$ cat config.mk
export PLATFORM = sky130hd
export DESIGN_NAME = rd_burst_seq_flat
export DESIGN_NICKNAME = d
export VERILOG_FILES = /design/src/rtl/rd_burst_seq_if.sv /design/src/rtl/rd_burst_seq.sv /design/src/flat_wrapper.sv
export SDC_FILE = /design/constraint.sdc
export NUM_CORES = 1
export LEC_CHECK = 0
export CAP_MARGIN = 10
export CELL_PAD_IN_SITES_DETAIL_PLACEMENT = 1
export CELL_PAD_IN_SITES_GLOBAL_PLACEMENT = 1
export CORE_ASPECT_RATIO = 1.1
export CORE_MARGIN = 8
export CORE_UTILIZATION = 36
export CTS_CLUSTER_SIZE = 30
export DETAILED_ROUTE_END_ITERATION = 6
export PLACE_DENSITY_LB_ADDON = 0.1
export SLEW_MARGIN = 15
export SYNTH_ARGS = -nofsm -noshare
export SYNTH_HDL_FRONTEND = slang
export SYNTH_SLANG_ARGS = --single-unit
$ cat constraint.sdc
create_clock -name clk -period 2 [get_ports clk]
set_clock_uncertainty 0.1 [all_clocks]
set_input_delay 0.3 -clock clk [delete_from_list [all_inputs] [get_ports clk]]
set_output_delay 0.3 -clock clk [all_outputs]
set_load 0.05 [all_outputs]
$ cat src/rtl/rd_burst_seq_if.sv
// Request/strobe bundle between the bus-request logic (master) and the
// read-strobe sequencer (slave).
interface rd_burst_seq_if #(
  parameter int BEAT_W = 4
);
  logic              go;
  logic [BEAT_W-1:0] burst_len;
  logic              ws;
  logic              rd;
  logic              ds;
  logic              busy;
  logic [BEAT_W-1:0] beat_idx;
  logic              err;

  modport master (
    output go, burst_len, ws,
    input  rd, ds, busy, beat_idx, err
  );

  modport slave (
    input  go, burst_len, ws,
    output rd, ds, busy, beat_idx, err
  );
endinterface

$ cat src/rtl/rd_burst_seq.sv
// Glitch-free read-strobe burst sequencer: go -> 1..2^BEAT_W beats with ws wait
// states -> one-cycle ds. Optional per-beat watchdog enabled by RD_TIMEOUT_EN.
module rd_burst_seq #(
  parameter int BEAT_W   = 4,
  parameter int WAIT_W   = 8,
  parameter int MAX_WAIT = 200
) (
  input  logic           clk,
  input  logic           reset_n,
  rd_burst_seq_if.slave  bus
);

  typedef enum logic [2:0] {
    S_IDLE,
    S_READ,
    S_DLY,
    S_DONE,
    S_ERR
  } state_t;

  if ((MAX_WAIT < 1) || (MAX_WAIT > (2**WAIT_W) - 1)) begin : g_max_wait_chk
    $error("rd_burst_seq: MAX_WAIT does not fit in WAIT_W");
  end

  state_t            r_state;
  state_t            w_state_nxt;
  logic [BEAT_W-1:0] r_len;
  logic [BEAT_W-1:0] w_len_nxt;
  logic [BEAT_W-1:0] r_beat;
  logic [BEAT_W-1:0] w_beat_nxt;
  logic              r_rd;
  logic              r_ds;
  logic              r_busy;

`ifdef RD_TIMEOUT_EN
  logic [WAIT_W-1:0] r_wcnt;
  logic [WAIT_W-1:0] w_wcnt_nxt;
  logic              w_timeout;
  logic              r_err;

  // This ws=1 sample is the MAX_WAIT-th one of the current beat.
  assign w_timeout = (r_wcnt == WAIT_W'(MAX_WAIT - 1));
`endif

  always_comb begin
    w_state_nxt = r_state;
    w_len_nxt   = r_len;
    w_beat_nxt  = r_beat;
`ifdef RD_TIMEOUT_EN
    w_wcnt_nxt  = r_wcnt;
`endif
    case (r_state)
      S_IDLE: begin
        if (bus.go) begin
          w_state_nxt = S_READ;
          w_len_nxt   = bus.burst_len;
          w_beat_nxt  = '0;
`ifdef RD_TIMEOUT_EN
          w_wcnt_nxt  = '0;
`endif
        end
      end
      S_READ: begin
        w_state_nxt = S_DLY;
`ifdef RD_TIMEOUT_EN
        w_wcnt_nxt  = '0;
`endif
      end
      S_DLY: begin
        if (!bus.ws) begin
          if (r_beat == r_len) begin
            w_state_nxt = S_DONE;
          end else begin
            w_state_nxt = S_READ;
            w_beat_nxt  = r_beat + 1'b1;
          end
        end
`ifdef RD_TIMEOUT_EN
        else if (w_timeout) begin
          w_state_nxt = S_ERR;
        end else if (r_wcnt != '1) begin
          w_wcnt_nxt = r_wcnt + 1'b1;
        end
`endif
      end
      S_DONE:  w_state_nxt = S_IDLE;
      S_ERR:   w_state_nxt = S_IDLE;
      default: w_state_nxt = S_IDLE;
    endcase
  end

  // Outputs are loaded from the next-state decode so they switch with the state.
  always_ff @(posedge clk or negedge reset_n) begin
    if (!reset_n) begin
      r_state <= S_IDLE;
      r_len   <= '0;
      r_beat  <= '0;
      r_rd    <= 1'b0;
      r_ds    <= 1'b0;
      r_busy  <= 1'b0;
    end else begin
      r_state <= w_state_nxt;
      r_len   <= w_len_nxt;
      r_beat  <= w_beat_nxt;
      r_rd    <= (w_state_nxt == S_READ) || (w_state_nxt == S_DLY);
      r_ds    <= (w_state_nxt == S_DONE);
      r_busy  <= (w_state_nxt != S_IDLE);
    end
  end

`ifdef RD_TIMEOUT_EN
  always_ff @(posedge clk or negedge reset_n) begin
    if (!reset_n) begin
      r_wcnt <= '0;
      r_err  <= 1'b0;
    end else begin
      r_wcnt <= w_wcnt_nxt;
      r_err  <= (w_state_nxt == S_ERR);
    end
  end

  assign bus.err = r_err;
`else
  assign bus.err = 1'b0;
`endif

  assign bus.rd       = r_rd;
  assign bus.ds       = r_ds;
  assign bus.busy     = r_busy;
  assign bus.beat_idx = r_beat;

endmodule

$ cat src/flat_wrapper.sv
// flat-port wrapper written by rule: the top's interface ports become plain ports
module rd_burst_seq_flat 
#(
  parameter int BEAT_W   = 4,
  parameter int WAIT_W   = 8,
  parameter int MAX_WAIT = 200
)
  (clk, reset_n, bus_go, bus_burst_len, bus_ws, bus_rd, bus_ds, bus_busy, bus_beat_idx, bus_err);
  rd_burst_seq_if #(.BEAT_W(BEAT_W)) bus_i ();
  input  logic clk;
  input  logic reset_n;
  input wire logic [$bits(bus_i.go)-1:0] bus_go;
  input wire logic [$bits(bus_i.burst_len)-1:0] bus_burst_len;
  input wire logic [$bits(bus_i.ws)-1:0] bus_ws;
  output wire logic [$bits(bus_i.rd)-1:0] bus_rd;
  output wire logic [$bits(bus_i.ds)-1:0] bus_ds;
  output wire logic [$bits(bus_i.busy)-1:0] bus_busy;
  output wire logic [$bits(bus_i.beat_idx)-1:0] bus_beat_idx;
  output wire logic [$bits(bus_i.err)-1:0] bus_err;
  assign bus_i.go = bus_go;
  assign bus_i.burst_len = bus_burst_len;
  assign bus_i.ws = bus_ws;
  assign bus_rd = bus_i.rd;
  assign bus_ds = bus_i.ds;
  assign bus_busy = bus_i.busy;
  assign bus_beat_idx = bus_i.beat_idx;
  assign bus_err = bus_i.err;
  rd_burst_seq #(.BEAT_W(BEAT_W), .WAIT_W(WAIT_W), .MAX_WAIT(MAX_WAIT)) u_core (.clk(clk), .reset_n(reset_n), .bus(bus_i));
endmodule
==> metrics.txt, run 1 <==
status=completed; total global routing overflow=0; top cell family by delay on the critical path=buffers and inverters; Cells after Synth=71; I/O pin cnt=16; dominant cell type by area after synthesis=dfrtp_1; Peak VDD IR=380 uV; DRT Pass-1 Iters=1; IO Port Bufs=14; top_reg_cell synth=dfrtp_1; Root Buffer=clkbuf_4; n_diodes=0; ratio of cells with drive above 1 in the final layout=12.2%; Avg Cell Area, Syn=9.89 um2; Max-slew headroom=57.9%; CTS buffer count=3; post-cts sizing count=0; post-route cell area=893 um2; Slowest cell on crit path=clkdlybuf4s50_1; Final Max Tran Viols=0; Final ANT Viol Nets=0; Starting DRT DRC Count=0; Final setup viols=0; die span in y=62.3 um; R2R cell count=4; min Tclk post-route=1.91 ns; initial antenna violation count=0; HP Class=input port to async pin; worst path cell trace=clkdlybuf4s50_1; CTS tree=built; Starting Density=39.0%; Leakage=0.000411 uW; clock sinks=14; Row Count=16; Setup crit start kind=register; worst path bufs/invs=1; period utilization=95.3%; DRC viols=0; CTS Hold Bufs=0; class of the most critical setup path=register to output pin; GP Congestion=0.767; GRT Overall Usage=9.05%; number of synthesized flops with an enable pin=0; Yosys cell types=25; biggest cell delay along the critical path=0.83 ns; share of flip-flops with an asynchronous set or reset=100%; full die area=3620 um2; count leader, synth=nand2_1; via count=545; Worst Path Required=1.60 ns; CP Capture Type=output pin; fmax=525 MHz; Vias/cell=5.05; R2R Setup Slk=0.32 ns; share of the synthesized area in the top cell type=49.9%; yosys warns=0; setup_tns=0 ns; Arr. time, crit path=1.51 ns; nets=100; worst reg2reg path startpoint=u_core.bus.beat_idx[1]; Worst-path clk slew=0.09 ns; pin count of the biggest net entering global routing=15; H-tree Lvls=1; FF-to-FF End=u_core.bus.beat_idx[0]; most frequent cells after synthesis=17 x nand2_1, 14 x dfrtp_1, 4 x xnor2_1; die width=58.1 um; Hold Vio Cnt, Final=0; first-pass GRT wire length=2570 um; Slew @ Worst Pin=0.630 ns; P per Cell Area=822 nW/um2; largest cells by area after synthesis=dfrtp_1 50%, nand2_1 9.1%, xnor2_1 5.0%; placed instance area=857 um2; unrepaired setup endpoints after global routing=false; via count of the first global-routing pass=581; setup bufs post-CTS=0; final WL=1490 um; critical path peak fanout=4; flops & latches, synth=14; DR WL/cell=13.8 um; Seq/Total Area, Yosys=49.9%; clock latency reported for the late side of the worst-skew pair=0.27 ns; total core area=1800 um2; Max Root-Sink Buffers=2; max cap viols=0; Post-Syn Area=702 um2; P&R area growth vs syn=27.3%
## registers in the layout, summed over array words and instances (netlist names)
| register | flops |
|---|---|
| u_core.bus.busy | 1 |
| u_core.r_len | 4 |
| u_core.bus.ds | 1 |
| u_core.r_state | 3 |
| u_core.bus.beat_idx | 4 |
| u_core.bus.rd | 1 |
## cells by family after synthesis
family                     Yosys count  share of synthesized area (%)
and+or+nand+nor                     31                           20.1
DFF                                 14                           49.9
AOI/OAI and AO/OA                   12                           13.4
buffers and inverters                5                           4.28
xor gates and xnor gates             4                           4.99
muxes                                3                           4.99
adders and majority gates            1                           1.78
other                                1                          0.534
## metrics by stage
| stage | total power [uW] | cells | hold WS (ns) | setup slack (ns) | utilization, % |
|---|---|---|---|---|---|
| after floorplan | 477 | 72 | -0.0956 | 0.133 | - |
| after global placement | 538 | 104 | 0.378 | 0.138 | 47.6 |
| after detailed placement | 542 | 104 | 0.389 | 0.0877 | 47.6 |
| after CTS | 744 | 108 | 0.332 | 0.0821 | 49.6 |
| after global routing | 774 | 108 | 0.375 | 0.0530 | 49.6 |
| final | 735 | 108 | 0.309 | 0.0937 | 49.6 |
## worst max path at each step
| stage | from | to | slack, ns | cells past startpoint |
|---|---|---|---|---|
| after CTS | u_core.bus.beat_idx[3] | bus_beat_idx[3] | 0.08 | 1 |
| after global placement | bus_go | u_core.bus.beat_idx[3] | 0.14 | 5 |
| final | u_core.bus.beat_idx[3] | bus_beat_idx[3] | 0.09 | 1 |
| after global routing | u_core.bus.beat_idx[3] | bus_beat_idx[3] | 0.05 | 1 |
| after floorplan | u_core.bus.beat_idx[0] | u_core.bus.beat_idx[0] | 0.13 | 4 |
| after detailed placement | bus_go | u_core.bus.beat_idx[3] | 0.09 | 5 |
## layout make-up
type / count / area [um2]
Inverter: 3 / 11.3
Sequential cell: 14 / 350
Fill cell: 223 / 908
Clock buffer: 4 / 36.3
Timing Repair Buffer: 16 / 148
Multi-Input combinational cell: 53 / 325
Tap cell: 18 / 22.5
## power by group
part	switching, uW	internal [uW]	total, uW
logic	111	85.3	196
clock network	89.9	111	200
registers	25.6	312	338
## layout by cell type (no fill, tap or decap)
cell type	count
nand2_1	17
dfrtp_1	14
clkdlybuf4s50_1	11
buf_4	5
xnor2_1	4
nor2b_1	3
a21oi_1	3
nor2_1	3
inv_1	3
a211oi_1	3
clkbuf_4	3
o21ai_0	2
nor3_1	2
nand2b_1	2
mux2i_1	2
conb_1	2
a41o_4	1
and2b_1	1
nand4_1	1
o21bai_1	1
mux2_4	1
a22o_1	1
nand3_1	1
and2_1	1
o32ai_1	1
ha_1	1
clkbuf_8	1
## per-layer routing
layer	vias up	GRT usage, %	routed length (um)
met5	-	0	0
met4	0	3.68	14
met3	2	4.53	118
met2	13	13.1	650
met1	257	11.0	704
li1	273	-	-
Power figures use the tool's default switching activity.
==> run 2, diff against run 1 <==
CORE_MARGIN = unset   (was 8)
==> run 2 against run 1 <==
Net effect:
- count of clock-buffer cells in the layout unchanged
- sequential power about the same
- combinational power is 5% higher
- final cell count rose by 0.93%
- sequential cell count is the same
- register-to-register slack got worse by 0.12 ns
- total power grew 1.8%
- clock power increased by 3%
- maximum frequency decreased by 1.8%
- critical path type unchanged
- highest routed layer unchanged
==> metrics.txt, run 2 (synthesis gave the netlist of run 1 again) <==
Power Internal=510 uW; setup_tns=0 ns; class of the most critical setup path=register to output pin; DRT Pass-1 Iters=6; IO Port Bufs=14; Pwr Total=748 uW; Final ANT Viol Nets=0; full die area=2130 um2; Arr. time, crit path=1.54 ns; Max-slew headroom=57.8%; fmax=515 MHz; total global routing overflow=0; Post-DP HPWL=1270 um; Worst-path clk slew=0.09 ns; clock latency reported for the late side of the worst-skew pair=0.28 ns; I/O pin cnt=16; pre-CTS setup slack=0.00470 ns; CP Capture Type=output pin; max cap viols=0; GP Congestion=0.755; CTS tree=built; top cell family by delay on the critical path=buffers and inverters; Slowest cell on crit path=clkdlybuf4s50_1; sw frac=31.8%; HP Class=input port to async pin; die span in y=48.3 um; worst path cell trace=clkdlybuf4s50_1; Peak VDD IR=511 uV; DR WL/cell=15.2 um; Seq. cell area=350 um2; setup bufs post-CTS=0; biggest cell delay along the critical path=0.83 ns; switching pwr=238 uW; final std cells w/o fill=109; Vias/cell=5.39; final WL=1650 um; commonest non-fill, non-tap cells in the layout=17 x nand2_1, 14 x dfrtp_1, 12 x clkdlybuf4s50_1; first-pass GRT wire length=2850 um; Setup crit start kind=register; CTS Hold Bufs=0; commonest non-fill, non-tap cell in the layout=nand2_1; Final setup viols=0; H-tree Lvls=1; clock sinks=14; status=completed; die width=44.1 um; critical path peak fanout=5; CTS buffer count=3; share of power burned in combinational logic=27.5%; ratio of cells with drive above 1 in the final layout=11.0%; post-cts sizing count=0; Setup WS post-layout=0.0593 ns; Placed Cells=105; total core area=1800 um2; via count=587; P per Cell Area=823 nW/um2; Seq pwr share=45.0%; unrepaired setup endpoints after global routing=false; Root Buffer=clkbuf_4; n_diodes=0; GRT Overall Usage=18.4%; Worst Path Required=1.60 ns; Row Count=16; Hold Vio Cnt, Final=0; worst path bufs/invs=1; min Tclk post-route=1.94 ns; Final Max Tran Viols=0; Leakage=0.000431 uW; nets=101; DRC viols=0; via count of the first global-routing pass=644; Max Root-Sink Buffers=2; Clk pwr share=27.5%; period utilization=97.0%; initial antenna violation count=0; P&R area growth vs syn=29.4%; multi-input logic area=325 um2; Starting DRT DRC Count=7; fillers=211; pin count of the biggest net entering global routing=15; Starting Density=39.0%; Slew @ Worst Pin=0.631 ns
[run 2: cell types whose count changed in the layout (fill, tap and decap cells not counted)]
cell,before,now
dlymetal6s2s_1,0,1
clkdlybuf4s50_1,11,12
buf_4,5,4
[run 2: path summary, 6_finish.rpt]
path / startpoint / endpoint / slack (ns) / cells after the start
min in group clk: u_core.r_len[1] / u_core.r_len[1] / 0.40 / 2
max in group asynchronous: reset_n / u_core.bus.beat_idx[2] / 1.09 / 1
max reg2reg: u_core.bus.beat_idx[1] / u_core.bus.beat_idx[3] / 0.20 / 4
min: reset_n / u_core.bus.busy / 0.30 / 1
max: u_core.bus.beat_idx[2] / bus_beat_idx[2] / 0.06 / 1
min reg2reg: u_core.r_len[1] / u_core.r_len[1] / 0.40 / 2
[run 2: cell type report]
| class | instances | share of cell area, % |
|---|---|---|
| clock buffer | 4 | 3.99 |
| inverter | 3 | 1.24 |
| multi-input combinational | 53 | 35.8 |
| sequential | 14 | 38.6 |
| tap | 18 | 2.48 |
| timing repair buffer | 17 | 17.9 |
[run 2: layer usage]
| layer | GRT usage [%] | wire, um | vias to the layer above |
|---|---|---|---|
| met5 | 0 | 0 | - |
| li1 | - | - | 275 |
| met2 | 28.7 | 866 | 21 |
| met4 | 11.6 | 57 | 0 |
| met3 | 4.48 | 61 | 8 |
| met1 | 22.0 | 668 | 283 |
[run 2: worst reg2reg max path, cell delays in order (launching register included)]
cell and delay, ns:
dfrtp_1 0.45, xnor2_1 0.19, a41o_4 0.33, a211oi_1 0.37, mux2i_1 0.27
[run 2: power groups by stage]
stage | Sequential (uW) | Clock, uW | Combinational, uW
2_1_floorplan | 372 | 0 | 105
3_3_place_gp | 341 | 0 | 199
3_5_place_dp | 342 | 0 | 206
4_1_cts | 337 | 214 | 208
5_1_grt | 341 | 223 | 227
6_report | 336 | 206 | 206
[run 2: through the flow]
| step | cell area, um2 | hold slack, ns | util, % |
|---|---|---|---|
| after floorplan | 706 | -0.0956 | - |
| after CTS | 906 | 0.327 | 50.3 |
| final | 908 | 0.303 | 50.4 |
| after global routing | 908 | 0.360 | 50.4 |
| after global placement | 870 | 0.378 | 48.3 |
| after detailed placement | 870 | 0.387 | 48.3 |
